<file path="src/rtl/word_frame_assembler_if.sv">
// ---------------------------------------------------------------------------
// word_frame_assembler_if
//
// Purpose: bundles the word-input and frame-output handshakes of
// word_frame_assembler into one interface.
//
// Handshake semantics (both sides): a transfer happens on a rising clock edge
// where valid & ready are both 1. A producer holding valid keeps its data
// stable until the transfer. ready never depends on valid, and valid never
// depends on ready.
//
// Signals:
//   in_word          Width         incoming word
//   in_valid         1             in_word is valid this cycle
//   in_ready         1             block accepts in_word this cycle
//   MSword_In_First  1             frame order, sampled on a frame's first word
//   flush            1             discard the partially assembled frame
//   out_frame        Length*Width  assembled frame (registered)
//   out_valid        1             out_frame holds an unconsumed frame
//   out_ready        1             consumer accepts out_frame
//   word_count       Cnt_Width     words accepted into the current partial frame
//
// Modports:
//   master  -- the environment: drives words, order, flush and out_ready
//   slave   -- the assembler
// ---------------------------------------------------------------------------
interface word_frame_assembler_if #(
  parameter int Length    = 4,
  parameter int Width     = 8,
  parameter int Cnt_Width = 3
);

  logic [Width-1:0]        in_word;
  logic                    in_valid;
  logic                    in_ready;
  logic                    MSword_In_First;
  logic                    flush;
  logic [Length*Width-1:0] out_frame;
  logic                    out_valid;
  logic                    out_ready;
  logic [Cnt_Width-1:0]    word_count;

  modport master (
    output in_word,
    output in_valid,
    output MSword_In_First,
    output flush,
    output out_ready,
    input  in_ready,
    input  out_frame,
    input  out_valid,
    input  word_count
  );

  modport slave (
    input  in_word,
    input  in_valid,
    input  MSword_In_First,
    input  flush,
    input  out_ready,
    output in_ready,
    output out_frame,
    output out_valid,
    output word_count
  );

endinterface

</file>
<file path="src/rtl/word_frame_assembler.sv">
// ---------------------------------------------------------------------------
// word_frame_assembler
//
// Purpose: receive-side partner of the word-serial shift register. Collects
// Length words of Width bits into one parallel frame. Word order is chosen
// per frame (MS word first or LS word first). A one-frame output holding
// register lets the next frame assemble while the consumer still holds the
// previous one; if a second frame completes before the first is consumed,
// the block parks it in the assembly register (state HOLD) and stops
// accepting words until the output slot frees up.
//
// Ports:
//   clk          rising-edge clock
//   sres         synchronous active-high reset, overrides everything
//   bus          word_frame_assembler_if.slave (words in, frames out)
//   dbg_state_o  current FSM state: 0 = COLLECT, 1 = HOLD
//
// Parameters:
//   Length     words per frame (>= 1)
//   Width      bits per word (>= 1)
//   Cnt_Width  word-counter width, 2**Cnt_Width must exceed Length
// ---------------------------------------------------------------------------
module word_frame_assembler #(
  parameter int Length    = 4,
  parameter int Width     = 8,
  parameter int Cnt_Width = 3
) (
  input  logic                    clk,
  input  logic                    sres,
  word_frame_assembler_if.slave   bus,
  output logic                    dbg_state_o
);

  localparam int FW = Length * Width;

  // Counter value of the last word of a frame, and the value parked in HOLD.
  localparam logic [Cnt_Width-1:0] LAST_IDX = Cnt_Width'(Length - 1);
  localparam logic [Cnt_Width-1:0] FULL_CNT = Cnt_Width'(Length);

  typedef enum logic {
    COLLECT = 1'b0,
    HOLD    = 1'b1
  } state_e;

  state_e               state_q, state_d;

  logic [FW-1:0]        asm_q, asm_d;
  logic [FW-1:0]        out_frame_q, out_frame_d;
  logic                 out_valid_q, out_valid_d;
  logic                 order_q, order_d;
  logic [Cnt_Width-1:0] cnt_q, cnt_d;

  logic                 in_ready_w;
  logic                 accept;
  logic                 out_take;
  logic                 last_word;
  logic                 can_load;
  logic                 frame_order;
  logic [FW-1:0]        asm_shift;

  // -------------------------------------------------------------------------
  // Handshake qualifiers
  // -------------------------------------------------------------------------
  // in_ready is a function of state and flush only, never of in_valid.
  assign in_ready_w = (state_q == COLLECT) && !bus.flush;
  assign accept     = bus.in_valid && in_ready_w;
  assign out_take   = out_valid_q && bus.out_ready;
  assign last_word  = (cnt_q == LAST_IDX);

  // The output slot can take a freshly completed frame if it is empty or is
  // being consumed on this very edge.
  assign can_load   = !out_valid_q || out_take;

  // On a frame's first word the order input is used directly so the new
  // order applies on the same cycle it is latched.
  assign frame_order = (cnt_q == '0) ? bus.MSword_In_First : order_q;

  // Assembly register after shifting in the current word.
  generate
    if (Length == 1) begin : g_single_word
      assign asm_shift = bus.in_word;
    end else begin : g_multi_word
      // MS-first pushes earlier words toward the MSB; LS-first pushes them
      // toward the LSB so the first word ends up in the lowest slot.
      assign asm_shift = frame_order ? {asm_q[FW-Width-1:0], bus.in_word}
                                     : {bus.in_word, asm_q[FW-1:Width]};
    end
  endgenerate

  // -------------------------------------------------------------------------
  // FSM: state register
  // -------------------------------------------------------------------------
  always_ff @(posedge clk) begin
    if (sres) begin
      state_q <= COLLECT;
    end else begin
      state_q <= state_d;
    end
  end

  // -------------------------------------------------------------------------
  // FSM: next-state logic
  // -------------------------------------------------------------------------
  always_comb begin
    state_d = state_q;
    case (state_q)
      COLLECT: begin
        // A completed frame with nowhere to go is parked in the assembly
        // register; flush suppresses accept, so it cannot reach here.
        if (accept && last_word && !can_load) begin
          state_d = HOLD;
        end
      end
      HOLD: begin
        if (out_take) begin
          state_d = COLLECT;
        end
      end
      default: state_d = COLLECT;
    endcase
  end

  // -------------------------------------------------------------------------
  // FSM: outputs
  // -------------------------------------------------------------------------
  always_comb begin
    bus.in_ready   = in_ready_w;
    bus.out_frame  = out_frame_q;
    bus.out_valid  = out_valid_q;
    bus.word_count = cnt_q;
    dbg_state_o    = (state_q == HOLD);
  end

  // -------------------------------------------------------------------------
  // Datapath next-state
  // -------------------------------------------------------------------------
  always_comb begin
    asm_d       = asm_q;
    out_frame_d = out_frame_q;
    out_valid_d = out_valid_q;
    order_d     = order_q;
    cnt_d       = cnt_q;

    // Consumption empties the output slot unless a load below refills it.
    if (out_take) begin
      out_valid_d = 1'b0;
    end

    case (state_q)
      COLLECT: begin
        if (bus.flush) begin
          // Only the partial frame is discarded; the output slot is untouched.
          cnt_d = '0;
          asm_d = '0;
        end else if (accept) begin
          asm_d = asm_shift;
          if (cnt_q == '0) begin
            order_d = bus.MSword_In_First;
          end
          if (last_word) begin
            if (can_load) begin
              // Back-to-back path: next frame may start on the next cycle.
              out_frame_d = asm_shift;
              out_valid_d = 1'b1;
              cnt_d       = '0;
            end else begin
              cnt_d = FULL_CNT;
            end
          end else begin
            cnt_d = cnt_q + 1'b1;
          end
        end
      end
      HOLD: begin
        // flush is deliberately ignored: the parked frame is complete.
        if (out_take) begin
          out_frame_d = asm_q;
          out_valid_d = 1'b1;
          cnt_d       = '0;
        end
      end
      default: ;
    endcase
  end

  // -------------------------------------------------------------------------
  // Datapath registers
  // -------------------------------------------------------------------------
  always_ff @(posedge clk) begin
    if (sres) begin
      asm_q       <= '0;
      out_frame_q <= '0;
      out_valid_q <= 1'b0;
      order_q     <= 1'b1;
      cnt_q       <= '0;
    end else begin
      asm_q       <= asm_d;
      out_frame_q <= out_frame_d;
      out_valid_q <= out_valid_d;
      order_q     <= order_d;
      cnt_q       <= cnt_d;
    end
  end

endmodule

</file>
<file path="src/flat_wrapper.sv">
// flat-port wrapper written by rule: the top's interface ports become plain ports
module word_frame_assembler_flat 
#(
  parameter int Length    = 4,
  parameter int Width     = 8,
  parameter int Cnt_Width = 3
)
  (clk, sres, dbg_state_o, bus_in_word, bus_in_valid, bus_MSword_In_First, bus_flush, bus_out_ready, bus_in_ready, bus_out_frame, bus_out_valid, bus_word_count);
  word_frame_assembler_if #(.Length(Length), .Width(Width), .Cnt_Width(Cnt_Width)) bus_i ();
  input  logic clk;
  input  logic sres;
  output logic dbg_state_o;
  input wire logic [$bits(bus_i.in_word)-1:0] bus_in_word;
  input wire logic [$bits(bus_i.in_valid)-1:0] bus_in_valid;
  input wire logic [$bits(bus_i.MSword_In_First)-1:0] bus_MSword_In_First;
  input wire logic [$bits(bus_i.flush)-1:0] bus_flush;
  input wire logic [$bits(bus_i.out_ready)-1:0] bus_out_ready;
  output wire logic [$bits(bus_i.in_ready)-1:0] bus_in_ready;
  output wire logic [$bits(bus_i.out_frame)-1:0] bus_out_frame;
  output wire logic [$bits(bus_i.out_valid)-1:0] bus_out_valid;
  output wire logic [$bits(bus_i.word_count)-1:0] bus_word_count;
  assign bus_i.in_word = bus_in_word;
  assign bus_i.in_valid = bus_in_valid;
  assign bus_i.MSword_In_First = bus_MSword_In_First;
  assign bus_i.flush = bus_flush;
  assign bus_i.out_ready = bus_out_ready;
  assign bus_in_ready = bus_i.in_ready;
  assign bus_out_frame = bus_i.out_frame;
  assign bus_out_valid = bus_i.out_valid;
  assign bus_word_count = bus_i.word_count;
  word_frame_assembler #(.Length(Length), .Width(Width), .Cnt_Width(Cnt_Width)) u_core (.clk(clk), .sres(sres), .bus(bus_i), .dbg_state_o(dbg_state_o));
endmodule
</file>
<file path="config.mk">
export PLATFORM = sky130hd
export DESIGN_NAME = word_frame_assembler_flat
export DESIGN_NICKNAME = d
export VERILOG_FILES = /design/src/rtl/word_frame_assembler_if.sv /design/src/rtl/word_frame_assembler.sv /design/src/flat_wrapper.sv
export SDC_FILE = /design/constraint.sdc
export NUM_CORES = 1
export LEC_CHECK = 0
export BUFFER_PORTS_ARGS = -buffer_cell sky130_fd_sc_hd__buf_2
export CAP_MARGIN = 20
export CORE_MARGIN = 2
export CORE_UTILIZATION = 50
export DETAILED_ROUTE_END_ITERATION = 8
export PLACE_DENSITY = 0.81
export SYNTH_ARGS = -nofsm -noshare
export SYNTH_HDL_FRONTEND = slang
export SYNTH_SLANG_ARGS = --single-unit
export TNS_END_PERCENT = 30
</file>
<file path="constraint.sdc">
create_clock -name clk -period 1.72 [get_ports clk]
set_input_delay 0.258 -clock clk [delete_from_list [all_inputs] [get_ports clk]]
set_output_delay 0.258 -clock clk [all_outputs]
set_load 0.005 [all_outputs]
</file>
* After elaboration in Yosys (flattened, before gate mapping)
Cells that the tools add are included.
** Storage, ports and cells
- Register bits :: 70
** Cells by class
- Add/sub/neg operators :: 1
- Equal/unequal tests :: 7
- Muxes and demuxes :: 26
- Bitwise operators :: 2
- Reductions and logical operators :: 15
** Operators by type and width (count)
- 32-bit two-way mux :: 8
- 32-bit case mux with 2 select lines :: 1
- 3-bit two-way mux :: 5
- 1-bit two-way mux :: 9
- 2-bit by 1-bit != test with 1-bit output, second input constant :: 3
- 3-bit case mux with 2 select lines :: 1
- 1-bit logical AND :: 5
- 5-bit AND reduction :: 1
- 2-bit != test, second input constant :: 2
- 1-bit case mux with 2 select lines :: 2
- 2-bit AND reduction :: 2
- 3-bit by 1-bit adder with 3-bit output, second input constant :: 1
- 3-bit by 2-bit == test with 1-bit output, second input constant :: 1
- 1-bit zero test :: 3
- 3-bit zero test :: 1
- 3-bit by 2-bit != test with 1-bit output, second input constant :: 1
- 3-bit AND reduction :: 1
- 1-bit NOT :: 2
- 2-bit nonzero test :: 1
- 1-bit logical OR :: 1

* Depth between registers and ports, before layout
- Depth after elaboration :: 8
- Depth in mapped cells :: 8
- Depth with buffers taken out :: 6

* Worst setup path before layout
OpenSTA, ideal clock, no wires.
- Path kind :: flip-flop to flip-flop
- Start :: reg u_core.cnt_q[0] (netlist: u_core.bus.word_count[0])
- End :: reg u_core.asm_q[10]
- Setup time :: 0.118 ns
- Data arrival time :: 1.661 ns
- Required time :: 1.602 ns
- Setup slack :: -0.059 ns
- Stages on the path, launching flop included :: 9
- Path buffers :: 2
- Cells stage by stage :: dfxtp_1 > inv_1 > ha_1 > nor2b_1 > mux2i_1 > buf_2 > buf_2 > mux2i_1 > o2bb2ai_1
** On the way
- Longest elaborated chain between the ends :: 5
** RTL lines
- start: declaration :: line word_frame_assembler.sv:51 : logic [Cnt_Width-1:0] cnt_q, cnt_d;
- start signal: assignment :: line word_frame_assembler.sv:201 : cnt_q <= cnt_d;
- 3-bit zero test :: line word_frame_assembler.sv:76 : assign frame_order = (cnt_q == '0) ? bus.MSword_In_First : order_q;
- 1-bit two-way mux :: line word_frame_assembler.sv:76
- 32-bit two-way mux :: line word_frame_assembler.sv:85 : assign asm_shift = frame_order ? {asm_q[FW-Width-1:0], bus.in_word}
- 32-bit two-way mux :: line word_frame_assembler.sv:155 : end else if (accept) begin
- 32-bit two-way mux :: line word_frame_assembler.sv:151 : if (bus.flush) begin
- end signal: assignment :: line word_frame_assembler.sv:197 : asm_q <= asm_d;
- end: declaration :: line word_frame_assembler.sv:47 : logic [FW-1:0] asm_q, asm_d;
No other way between the ends. The select of a mux whose other input is x is not followed.
A chain may end at the register's enable or synchronous reset.

* Final worst setup path
- Start :: reg u_core.cnt_q[1] (netlist: u_core.bus.word_count[1])
- End :: reg u_core.asm_q[28]
The elaborated chain is that of the path after synthesis.

==> results.py <==
metrics = {
    "yosys": {
        "synthDistinctLibCells": 28,
        "synth-edff-count": 0,
        "yosysTopAreaCell": "dfxtp_1",
        "postSynthAreaPerCell_um2": 10.0,
        "synthTopCellsByCount": "70 x dfxtp_1, 65 x mux2i_1, 48 x nor2_1",
        "async_flop_share_pct": 0,
        "syn-num-nets": 355,
        "yosysWarnings": 0,
        "synth_area_leaders": "dfxtp_1 41%, mux2i_1 19%, a32o_1 9.4%, o2bb2ai_1 8.3%, nand2b_1 6.1%",
        "synthFlopType": "dfxtp_1",
        "ys_seq_elements": 70,
        "synth_area_um2": 3400,
        "yosysSeqAreaShare_pct": 41.3,
        "syn_inst": 339,
        "yosysMostFrequentCell": "dfxtp_1",
        "synth_top_area_share_pct": 41.3,
    },
    "critical_path": {
        "path_depth": 9,
        "end_kind": "flip-flop",
        "crit_buf_inv": 4,
        "crit_chain": "inv_2 -> ha_4 -> nor2b_4 -> mux2i_4 -> buf_12 -> buf_8 -> buf_16 -> mux2i_4 -> o2bb2ai_2",
        "crit_path_max_incr_delay_ps": 330,
        "cp_max_fo": 8,
        "critPathTopFamily": "buffers and inverters",
        "cp.required_ps": 1960,
        "worstSetupPathType": "reg2reg",
        "crit_path_start_kind": "flip-flop",
        "critPathMostFrequentCell": "mux2i_4",
        "ff2ff_path_depth": 9,
        "critPathArrivalTime_ps": 2060,
        "crit_slowest_cell": "dfxtp_2",
    },
    "layout": {
        "insertedDiodeCount": 0,
        "fillCellCount": 525,
        "final_core_util_pct": 63.5,
        "fin_nets": 407,
        "syn_to_final_growth_pct": 24.8,
        "fin_area_um2": 4240,
        "drive_gt1_share_pct": 27.5,
        "fin_cells": 476,
    },
    "timing": {
        "tns_ps": -798,
        "grt_setup_unrepaired": "yes",
        "finalCriticalPeriod_ps": 1810,
        "slew_viol_final": 0,
        "tightest_slew_ps": 364,
        "skew_ps": 11.9,
        "period_share_pct": 105,
        "slew-limit-headroom_pct": 75.8,
        "finalHoldViolCount": 0,
        "worst_slack_ps": -93.5,
        "whs_ps": 213,
        "setup_violations": 34,
        "clock.fmax_mhz": 551,
    },
    "cts": {
        "cts_inserted_buffers": 9,
        "insertion_delay_ps": 350,
        "root_buffer": "clkbuf_8",
        "path_clk_slew_ps": 80,
        "cts_num_sinks": 70,
        "max-clock-path-buffers": 2,
        "tritoncts": "built",
        "h-tree-depth": 3,
    },
    "place": {
        "place.gp.congestion": 0.811,
        "port_buffers": 51,
        "placed_area_um2": 3770,
        "hpwl_um": 4720,
        "dpl.cell_count": 452,
        "pre_cts_slack_ps": -220,
    },
    "detailed_routing": {
        "drtIter0Drc": 153,
        "wirelength_um": 8110,
        "drcViolationCount": 0,
        "postRouteAntennaNets": 0,
        "routedWlPerCell_um": 17.0,
        "dr_total_vias": 2779,
        "viasPerCell": 5.84,
        "firstDrtPassIters": 4,
    },
    "die": {
        "rows": 30,
        "dieWidth_um": 86.4,
        "fp.coreArea_um2": 6680,
        "io_pins": 52,
        "die_area_um2": 7470,
        "initial_core_util_pct": 50.8,
        "dieHeight_um": 86.4,
    },
    "global_route": {
        "use_met2_pct": 38.1,
        "grt_pass1_vias": 2737,
        "grt_use_met3_pct": 5.14,
        "grt-ovfl-total": 0,
        "grt_max_degree": 75,
        "antenna_found_initial": 0,
        "grt_use_met1_pct": 28.5,
        "grt_pass1_wl_um": 13300,
        "grt.total_usage_pct": 22.7,
        "busiest_layer": "met2",
    },
    "power": {
        "comb_power_share_pct": 12.0,
        "p_sw_uw": 853,
        "p_leak_nw": 1.71,
        "p_int_mw": 2.76,
        "power_frac_seq_pct": 45.6,
        "vdd_ir_drop_max_mv": 0.443,
        "power_mw": 3.61,
        "power_density_nw_per_um2": 852,
        "p_clk_share_pct": 42.4,
        "switching_share_pct": 23.6,
    },
    "min_path": {
        "hold_depth": 4,
        "hold_class": "in2reg",
    },
    "status": {
        "status": "finished with violations",
        "violations": "negative setup slack",
    },
    "flow_run": {
        "maxCapViolCount": 0,
    },
}
registers in the layout, indices dropped and copies added (netlist names):
| signal | cells |
|---|---|
| u_core.bus.out_valid | 1 |
| u_core.bus.out_frame | 32 |
| u_core.dbg_state_o | 1 |
| u_core.bus.word_count | 3 |
| u_core.asm_q | 32 |
| u_core.order_q | 1 |
final cells by class:
cell class | instances | area, um2 | area share, %
multi-input cells | 235 | 1900 | 44.8
flip-flops and latches | 70 | 1410 | 33.1
repair buffers | 72 | 592 | 14.0
clock buffers | 11 | 151 | 3.57
well taps | 80 | 100 | 2.36
clock inverters | 5 | 81.3 | 1.92
inverters | 3 | 11.3 | 0.266
worst paths after layout:
check	slack (ps)	from	endpoint
worst max-delay path	-90	u_core.bus.word_count[1]	u_core.asm_q[28]
worst min-delay path	210	bus_out_ready	u_core.bus.word_count[2]
worst max register to register	-90	u_core.bus.word_count[1]	u_core.asm_q[28]
worst min register to register	470	u_core.bus.out_frame[20]	u_core.bus.out_frame[20]
placed cells by master (no fill, tap or decap), types with 4 or more instances in the layout:
cell type  count
buf_2         51
buf_4          8
clkbuf_8      11
buf_12         7
a32o_1        31
o2bb2ai_1     31
nand2b_1      33
mux2i_1       59
nor2_1        47
dfxtp_1       67
mux2i_2        4
buf_16         4
timing repair:
action                                  4_1_cts  5_1_grt
hold buffers                                  0        0
endpoints found under the setup margin       64       64
buffers inserted                              4        0
gates resized for setup                      14       11
pin swaps                                    25        4
gates cloned                                  4        0
power by group through the flow:
stage	registers (mW)	clock network (mW)	logic (mW)
after global placement	1.68	0	0.306
after detailed placement	1.68	0	0.315
after global routing	1.65	1.63	0.458
final	1.65	1.53	0.433
after floorplan	1.68	0	0.234
after CTS	1.65	1.55	0.419
layer usage:
layer	part of all wire [%]	wire length, um	vias to the layer above
li1	-	-	1351
met1	45	3620	1376
met2	51	4130	44
met3	3.1	252	8
met4	1.4	112	0
met5	0	0	-
worst reg2reg max path, delay by kind of cell (launching register included):
kind / cells / cell delay, ps
simple gates: 1 / 150
mux: 2 / 510
compound gates: 1 / 70
fa+ha+maj: 1 / 130
flops: 1 / 330
buf+inv: 4 / 520
cell families after synthesis:
logic type                 count (synthesis)  synth area share (%)
AOI/OAI and AO/OA                         75                  19.6
adders and majority gates                  2                 0.737
buffers and inverters                     34                  5.38
DFF                                       70                  41.3
muxes                                     66                  19.5
and+or+nand+nor                           92                  13.6
Power figures use the tool's default switching activity.
